--- config.mk ---
export PLATFORM = sky130hd
export DESIGN_NAME = ysyx_22040759_mem_arb
export DESIGN_NICKNAME = d
export VERILOG_FILES = /design/src/rtl/ysyx_22040759_mem_arb.sv
export SDC_FILE = /design/constraint.sdc
export NUM_CORES = 1
export LEC_CHECK = 0
export BUFFER_PORTS_ARGS = -buffer_cell sky130_fd_sc_hd__buf_2
export CAP_MARGIN = 30
export CORE_AREA = 8 8 161 163
export CTS_CLUSTER_DIAMETER = 30
export DETAILED_ROUTE_END_ITERATION = 7
export DIE_AREA = 0 0 169 171
export PLACE_DENSITY = 0.72
export SYNTH_ARGS = -nofsm -noshare
export SYNTH_HDL_FRONTEND = slang
export SYNTH_SLANG_ARGS = --single-unit
--- constraint.sdc ---
create_clock -name clock -period 1.55 [get_ports clock]
set_input_delay 0.31 -clock clock [delete_from_list [all_inputs] [get_ports clock]]
set_output_delay 0.31 -clock clock [all_outputs]
set_load 0.01 [all_outputs]
--- src/rtl/ysyx_22040759_mem_arb.sv ---
// Two-requester memory arbiter: icache fetch port and dcache data port share one
// AXI bridge request port, with dcache priority and a bounded icache starvation count.
module ysyx_22040759_mem_arb #(
   parameter int ADDR_W       = 32,
   parameter int DATA_W       = 64,
   parameter int STARVE_LIMIT = 4
) (
   input  logic              clock,
   input  logic              reset,

   input  logic              icache_valid_i,
   input  logic [ADDR_W-1:0] icache_addr_i,
   output logic              icache_ready_o,
   output logic [DATA_W-1:0] icache_data_o,

   input  logic              dcache_valid_i,
   input  logic              dcache_req_i,
   input  logic [ADDR_W-1:0] dcache_addr_i,
   input  logic [2:0]        dcache_size_i,
   input  logic [DATA_W-1:0] dcache_wdata_i,
   output logic              dcache_ready_o,
   output logic [DATA_W-1:0] dcache_rdata_o,

   output logic              mem_addr_valid_o,
   output logic              mem_wen_o,
   output logic [ADDR_W-1:0] mem_addr_o,
   output logic [2:0]        mem_size_o,
   output logic [DATA_W-1:0] mem_wdata_o,
   input  logic              mem_data_valid_i,
   input  logic [DATA_W-1:0] mem_rdata_i,

   output logic [1:0]        grant_o
);

   typedef enum logic [1:0] {
      IDLE,
      BUSY_I,
      BUSY_D,
      RESP
   } state_t;

   localparam logic [1:0] GNT_NONE   = 2'b00;
   localparam logic [1:0] GNT_I      = 2'b01;
   localparam logic [1:0] GNT_D      = 2'b10;
   localparam logic [3:0] LIMIT      = 4'(STARVE_LIMIT);
   localparam logic [2:0] FETCH_SIZE = 3'b011;

   state_t     state;
   logic [3:0] starve_cnt;
   logic [3:0] starve_inc;
   logic       pick_d;
   logic       pick_i;

   // Dcache wins unless a waiting icache has already lost LIMIT times in a row.
   always_comb begin
      pick_d     = 1'b0;
      pick_i     = 1'b0;
      starve_inc = starve_cnt;
      pick_d     = dcache_valid_i && !(icache_valid_i && (starve_cnt == LIMIT));
      pick_i     = !pick_d && icache_valid_i;
      starve_inc = (starve_cnt >= LIMIT) ? LIMIT : starve_cnt + 4'd1;
   end

   always_ff @(posedge clock or negedge reset) begin
      if (!reset) begin
         state            <= IDLE;
         starve_cnt       <= 4'd0;
         mem_addr_valid_o <= 1'b0;
         mem_wen_o        <= 1'b0;
         mem_addr_o       <= '0;
         mem_size_o       <= 3'b000;
         mem_wdata_o      <= '0;
         icache_ready_o   <= 1'b0;
         dcache_ready_o   <= 1'b0;
         icache_data_o    <= '0;
         dcache_rdata_o   <= '0;
         grant_o          <= GNT_NONE;
      end else begin
         case (state)
            IDLE: begin
               if (pick_d) begin
                  state            <= BUSY_D;
                  grant_o          <= GNT_D;
                  mem_addr_valid_o <= 1'b1;
                  mem_wen_o        <= dcache_req_i;
                  mem_addr_o       <= dcache_addr_i;
                  mem_size_o       <= dcache_size_i;
                  mem_wdata_o      <= dcache_wdata_i;
                  starve_cnt       <= icache_valid_i ? starve_inc : 4'd0;
               end else if (pick_i) begin
                  state            <= BUSY_I;
                  grant_o          <= GNT_I;
                  mem_addr_valid_o <= 1'b1;
                  mem_wen_o        <= 1'b0;
                  mem_addr_o       <= icache_addr_i;
                  mem_size_o       <= FETCH_SIZE;
                  mem_wdata_o      <= '0;
                  starve_cnt       <= 4'd0;
               end
            end
            // Request fields stay frozen until the bridge completes; the response goes to the owner.
            BUSY_I: begin
               if (mem_data_valid_i) begin
                  state            <= RESP;
                  mem_addr_valid_o <= 1'b0;
                  icache_data_o    <= mem_rdata_i;
                  icache_ready_o   <= 1'b1;
               end
            end
            BUSY_D: begin
               if (mem_data_valid_i) begin
                  state            <= RESP;
                  mem_addr_valid_o <= 1'b0;
                  dcache_rdata_o   <= mem_rdata_i;
                  dcache_ready_o   <= 1'b1;
               end
            end
            RESP: begin
               state          <= IDLE;
               icache_ready_o <= 1'b0;
               dcache_ready_o <= 1'b0;
               grant_o        <= GNT_NONE;
            end
            default: begin
               state <= IDLE;
            end
         endcase
      end
   end

endmodule

* Word-level counts from Yosys, hierarchy flattened *
Index checks and enable logic that the tools add are counted.

word-level totals
  flip-flop bits (word level) = 239
  input port bits = 201
  output and inout port bits = 233
  word-level logic and storage cells = 66

operators by class
  add/subtract/negate cells = 1
  order comparisons = 1
  equal/unequal tests = 8
  muxes and demuxes = 24
  reductions and logical operators = 20

operators by type and width
  kind                                                    count
  two-way mux 64 bit                                      2
  two-way mux 32 bit                                      2
  two-way mux 4 bit                                       4
  AND reduction 2 bit                                     7
  nonzero test 2 bit                                      5
  two-way mux 1 bit                                       6
  two-way mux 2 bit                                       3
  two-way mux 3 bit                                       2
  case mux 1 bit (2 select lines)                         3
  case mux 2 bit (3 select lines)                         1
  adder 4 x 1 -> 4 bit (second input constant)            1
  equality test 2 bit (second input constant)             2
  equality test 4 x 3 -> 1 bit (second input constant)    1
  >= comparator 4 x 3 -> 1 bit (second input constant)    1
  inequality test 2 bit (second input constant)           2
  case mux 2 bit (2 select lines)                         1
  logical AND 1 bit                                       3
  inequality test 3 bit (second input constant)           1
  AND reduction 3 bit                                     1
  equality test 2 x 1 -> 1 bit (second input constant)    1
  logical NOT 1 bit                                       2
  logical NOT 2 bit                                       1
  inequality test 2 x 1 -> 1 bit (second input constant)  1
  OR reduction 2 bit                                      1

* Logic depth before layout (Yosys ltp) *
  word-level depth = 9
  gate-level depth with buffers = 8
  gate-level depth less buffers = 5

* Worst setup path after synthesis *
Ideal clock, no wire load.

  path kind = register to register
  start = register state[0]
  end = register mem_addr_o[26]
  library setup time = 126 ps
  arrival time = 1587 ps
  data required time = 1424 ps
  path slack = -163 ps
  cell stages (with the launch flop) = 9
  path buffers = 3
  clock period less this slack = 1713 ps
  path through = dfrtp_1 > inv_1 > ha_1 > buf_2 > o21ai_0 > buf_2 > clkbuf_1 > and2_1 > a221o_1

between the ends
  longest elaborated chain between the ends = 2

RTL lines
  element                               line  RTL
  start: declaration                    48    state_t state;
  start signal: assignment              66    state <= IDLE;
  start signal: assignment              82    state <= BUSY_D;
  start signal: assignment              91    state <= BUSY_I;
  logical NOT 2 bit                     79    case (state)
  AND reduction 2 bit (no source line)  --
  end signal: assignment                86    mem_addr_o <= dcache_addr_i;
  end signal: assignment                95    mem_addr_o <= icache_addr_i;
  end: declaration                      26    output logic [ADDR_W-1:0] mem_addr_o,

Every way passes these cells.
A chain may end at the register's enable or synchronous reset.

* Final worst setup path *
  start = register starve_cnt[0]
  end = register mem_addr_o[0]

between the ends
  longest elaborated chain between the ends = 8
  elaborated cells on any way between the ends = 9
  those cells by class = 1 x eq/ne; 1 x mux; 7 x reduce/logical

RTL lines
  element                               line  RTL
  start: declaration                    49    logic [3:0] starve_cnt;
  start signal: assignment              89    starve_cnt <= icache_valid_i ? starve_inc : 4'd0;
  equality test 4 x 3 -> 1 bit *        59    pick_d = dcache_valid_i && !(icache_valid_i && (starve_cnt == LIMIT));
  logical AND 1 bit *                   59
  logical NOT 1 bit *                   59
  logical AND 1 bit *                   59
  logical NOT 1 bit                     60    pick_i = !pick_d && icache_valid_i;
  logical AND 1 bit                     60
  nonzero test 2 bit (no source line)   --
  AND reduction 2 bit (no source line)  --

Every way passes the cells marked *; elsewhere a longest branch is shown, timed or not.

==> flow_metrics.tcl <==
set metrics [dict create \
    cells_along_the_critical_path "inv_2 -> ha_4 -> nand4b_4 -> and3_4 -> buf_12 -> a221o_1" \
    status "finished, violations left" \
    gr-total-overflow 0 \
    timing.final.ws_setup_ns -0.0133 \
    netlist.top_cell.by_area "sky130_fd_sc_hd__dfrtp_1" \
    cts_max_level 2 \
    syn2layout_area_growth_pct 51.7 \
    detailedPlace.worstSlack_ns -0.211 \
    clk-insertion-delay-late_ns 0.52 \
    cp-start-kind "flip-flop" \
    r2r_slack_ns -0.01 \
    seq_area_frac_synth_pct 65.5 \
    clock.fmax_ghz 0.640 \
    finalHoldViolCount 0 \
    detail_route.vias_per_cell 5.02 \
    netlist.area_leader.share_pct 65.5 \
    drt_iter0_drc 433 \
    routabilityCongestion 0.882 \
    wire_length_of_the_first_global_routing_pass_um 46600 \
    setup.worst_path.class "reg2reg" \
    die_area_um2 28900 \
    postSynthRegisterBits 239 \
    synth-warning-count 0 \
    cts.reportedPaths.clkPinSlew_ns 0.05 \
    initial_core_util_pct 39.3 \
    die_h_um 171 \
    static-leakage-power_uw 0.00700 \
    first_global_vias 7924 \
    final.period_utilization_pct 101 \
    postSynthAreaPerCell_um2 15.3 \
    cp_num_buf_inv 2 \
    final_common_cell "sky130_fd_sc_hd__buf_2" \
    grt_setup_unrepaired "yes" \
    crit_path_top_delay_cell "sky130_fd_sc_hd__dfrtp_1" \
    relSlewSlack_pct 57.8 \
    cts.path.max_buffers 3 \
    dpl_cell_area_um2 12000 \
    post-place-cells 1347 \
    cp_data_arrival_time_ns 1.96 \
    timing.final.setup_violations 4 \
    fin_nets 1302 \
    ioPinCount 434 \
    critical_path.max_fanout 39 \
    crit_path_end_kind "flip-flop" \
    route.vias.total 7292 \
    slew_viol_final 0 \
    final_layout_size_suffix_gt1_share_pct 62.0 \
    setup_total_negative_slack_ns -0.0214 \
    cts_num_sinks 239 \
    cts_buffers 46 \
    io_buffer_count 433 \
    worstPathRequired_ns 1.95 \
    timing.critical_path.max_delay_family "flip-flops" \
    area_of_the_mapped_netlist_um2 9130 \
    number_of_standard_cells_after_synthesis 597 \
    tritoncts "built" \
    finalInstanceArea_um2 13900 \
    main_area_contributors_after_synthesis "sky130_fd_sc_hd__dfrtp_1, sky130_fd_sc_hd__mux2_2, sky130_fd_sc_hd__a22o_1" \
    worst-slew-pin-transition_ns 0.630 \
    irDropWorstVdd_v 0.00133 \
    post-route-min-period_ns 1.56 \
    dpl.hpwl_um 23400 \
    grt_max_degree 61 \
    route.antenna.remaining_nets 0 \
    max_stage_delay_ns 0.39 \
    failed_checks "setup timing" \
    routed_wl_um 31000 \
    drt-wirelength-per-cell_um 21.3 \
    max-cap-violations 0 \
    detailedRoute.firstPassIterationCount 4 \
    horiz_die_dim_um 169 \
    cts.root.buffer_cell "sky130_fd_sc_hd__clkbuf_16" \
    min_path_type "in2reg" \
    number_of_fill_cells_in_the_layout 1877 \
    layoutNonFillerInstCount 1454 \
    power_per_cell_area_nw_per_um2 2400 \
    distinct_cell_type_count_of_the_synthesized_netlist 30 \
    clock-skew-final_ns 0.00976 \
    mostFrequentLayoutCells "sky130_fd_sc_hd__buf_2, sky130_fd_sc_hd__dfrtp_1, sky130_fd_sc_hd__mux2_2, sky130_fd_sc_hd__a22o_1, sky130_fd_sc_hd__clkbuf_16" \
    mappedNetlistNets 805 \
    floorplan.rows 56 \
    grt_util_all_layers_pct 20.9 \
    grt_antenna_before_repair 15 \
    total_power_uw 33200 \
    route.detailed.drc 0 \
    core_um2 23300 \
]
==> layer usage <==
metal	part of all wire, %	wire length, um	vias up	GRT usage (%)
li1	-	-	3240	-
met4	3.6	1120	10	8.85
met1	36	11200	3579	23.1
met5	0.21	65	-	0
met3	10	3100	75	7.77
met2	50	15500	388	35.9
==> worst paths after layout <==
kind | cells after the start | from | endpoint
worst max-delay path | 6 | starve_cnt[0] | mem_addr_o[0]
worst min-delay path | 2 | dcache_wdata_i[28] | mem_wdata_o[28]
worst max register to register | 6 | starve_cnt[0] | mem_addr_o[0]
worst min register to register | 1 | mem_wdata_o[23] | mem_wdata_o[23]
max in group asynchronous | 3 | reset | mem_wdata_o[58]
min in group asynchronous | 2 | reset | mem_addr_o[12]
==> worst register-to-register path: cells and delay by family (launching register included) <==
family | cells | cell delay, ns
compound gates | 1 | 0.35
fa+ha+maj | 1 | 0.15
buf+inv | 2 | 0.26
flops | 1 | 0.39
simple gates | 2 | 0.30
==> cells in the mapped netlist <==
cell type / number
sky130_fd_sc_hd__a221o_1: 32
sky130_fd_sc_hd__nand2_1: 7
sky130_fd_sc_hd__o21ai_0: 4
sky130_fd_sc_hd__o2bb2ai_1: 1
sky130_fd_sc_hd__a21oi_1: 7
sky130_fd_sc_hd__inv_1: 7
sky130_fd_sc_hd__a22o_1: 67
sky130_fd_sc_hd__buf_2: 25
sky130_fd_sc_hd__nand3b_1: 1
sky130_fd_sc_hd__o22a_1: 2
sky130_fd_sc_hd__nor4b_1: 1
sky130_fd_sc_hd__dfrtp_1: 239
sky130_fd_sc_hd__nor3b_1: 1
sky130_fd_sc_hd__a2bb2oi_1: 1
sky130_fd_sc_hd__o211ai_1: 1
sky130_fd_sc_hd__buf_6: 4
sky130_fd_sc_hd__nor2_1: 3
sky130_fd_sc_hd__a31oi_1: 2
sky130_fd_sc_hd__o22ai_1: 2
sky130_fd_sc_hd__ha_1: 7
sky130_fd_sc_hd__o31ai_1: 2
sky130_fd_sc_hd__and3_1: 1
sky130_fd_sc_hd__mux2_2: 130
sky130_fd_sc_hd__o21a_1: 1
sky130_fd_sc_hd__and2_0: 5
sky130_fd_sc_hd__a211o_1: 1
sky130_fd_sc_hd__and2_1: 28
sky130_fd_sc_hd__nand3_1: 2
sky130_fd_sc_hd__clkbuf_1: 12
sky130_fd_sc_hd__nand4b_2: 1
==> metrics by stage <==
stage	utilization, %	hold WS, ns
global route	59.6	0.00782
detailed placement	51.5	0.297
floorplan	-	0.0144
finish	59.6	0.0207
global placement	51.5	0.292
CTS	59.3	0.000317
==> registers in the layout, indices dropped and copies added (netlist names) <==
signal and flops:
icache_data_o 64, starve_cnt 4, grant_o 2, dcache_rdata_o 64, mem_addr_o 32, state 2, mem_wdata_o 64, dcache_ready_o 1
icache_ready_o 1, mem_size_o 3, mem_addr_valid_o 1, mem_wen_o 1
==> area by class of cell <==
type                       instances  area [um^2]  share of cell area (%)
inverter                           7         26.3                   0.190
clock inverter                    24          328                    2.37
antenna                            6         15.0                   0.108
timing repair buffer             489         2810                    20.3
clock buffer                      59         1260                    9.10
sequential                       239         5980                    43.2
multi-input combinational        311         3040                    21.9
tap                              319          399                    2.88
==> timing repair <==
action,in CTS,in global routing
hold buffers,13,0
pin swaps,6,17
setup buffers,0,3
endpoints found under the hold margin,59,0
gates cloned,2,0
setup endpoints to repair,182,190
resized for setup,13,5
==> cells by family (layout without fill, tap and decap cells) <==
logic type | count (synthesis) | count (layout) | share of synthesized area, %
compound gates | 123 | 124 | 11.6
fa+ha+maj | 7 | 7 | 0.959
buf+inv | 48 | 579 | 2.64
flops | 239 | 239 | 65.5
mux | 130 | 130 | 16.0
simple gates | 50 | 50 | 3.27
other cells | 0 | 6 | 0
==> power by group <==
group          switching (uW)  total, uW  internal (uW)
logic                    6090      12200           6060
registers                1660      11100           9420
clock network            3120      10000           6890
(Power assumes the default switching activity.)
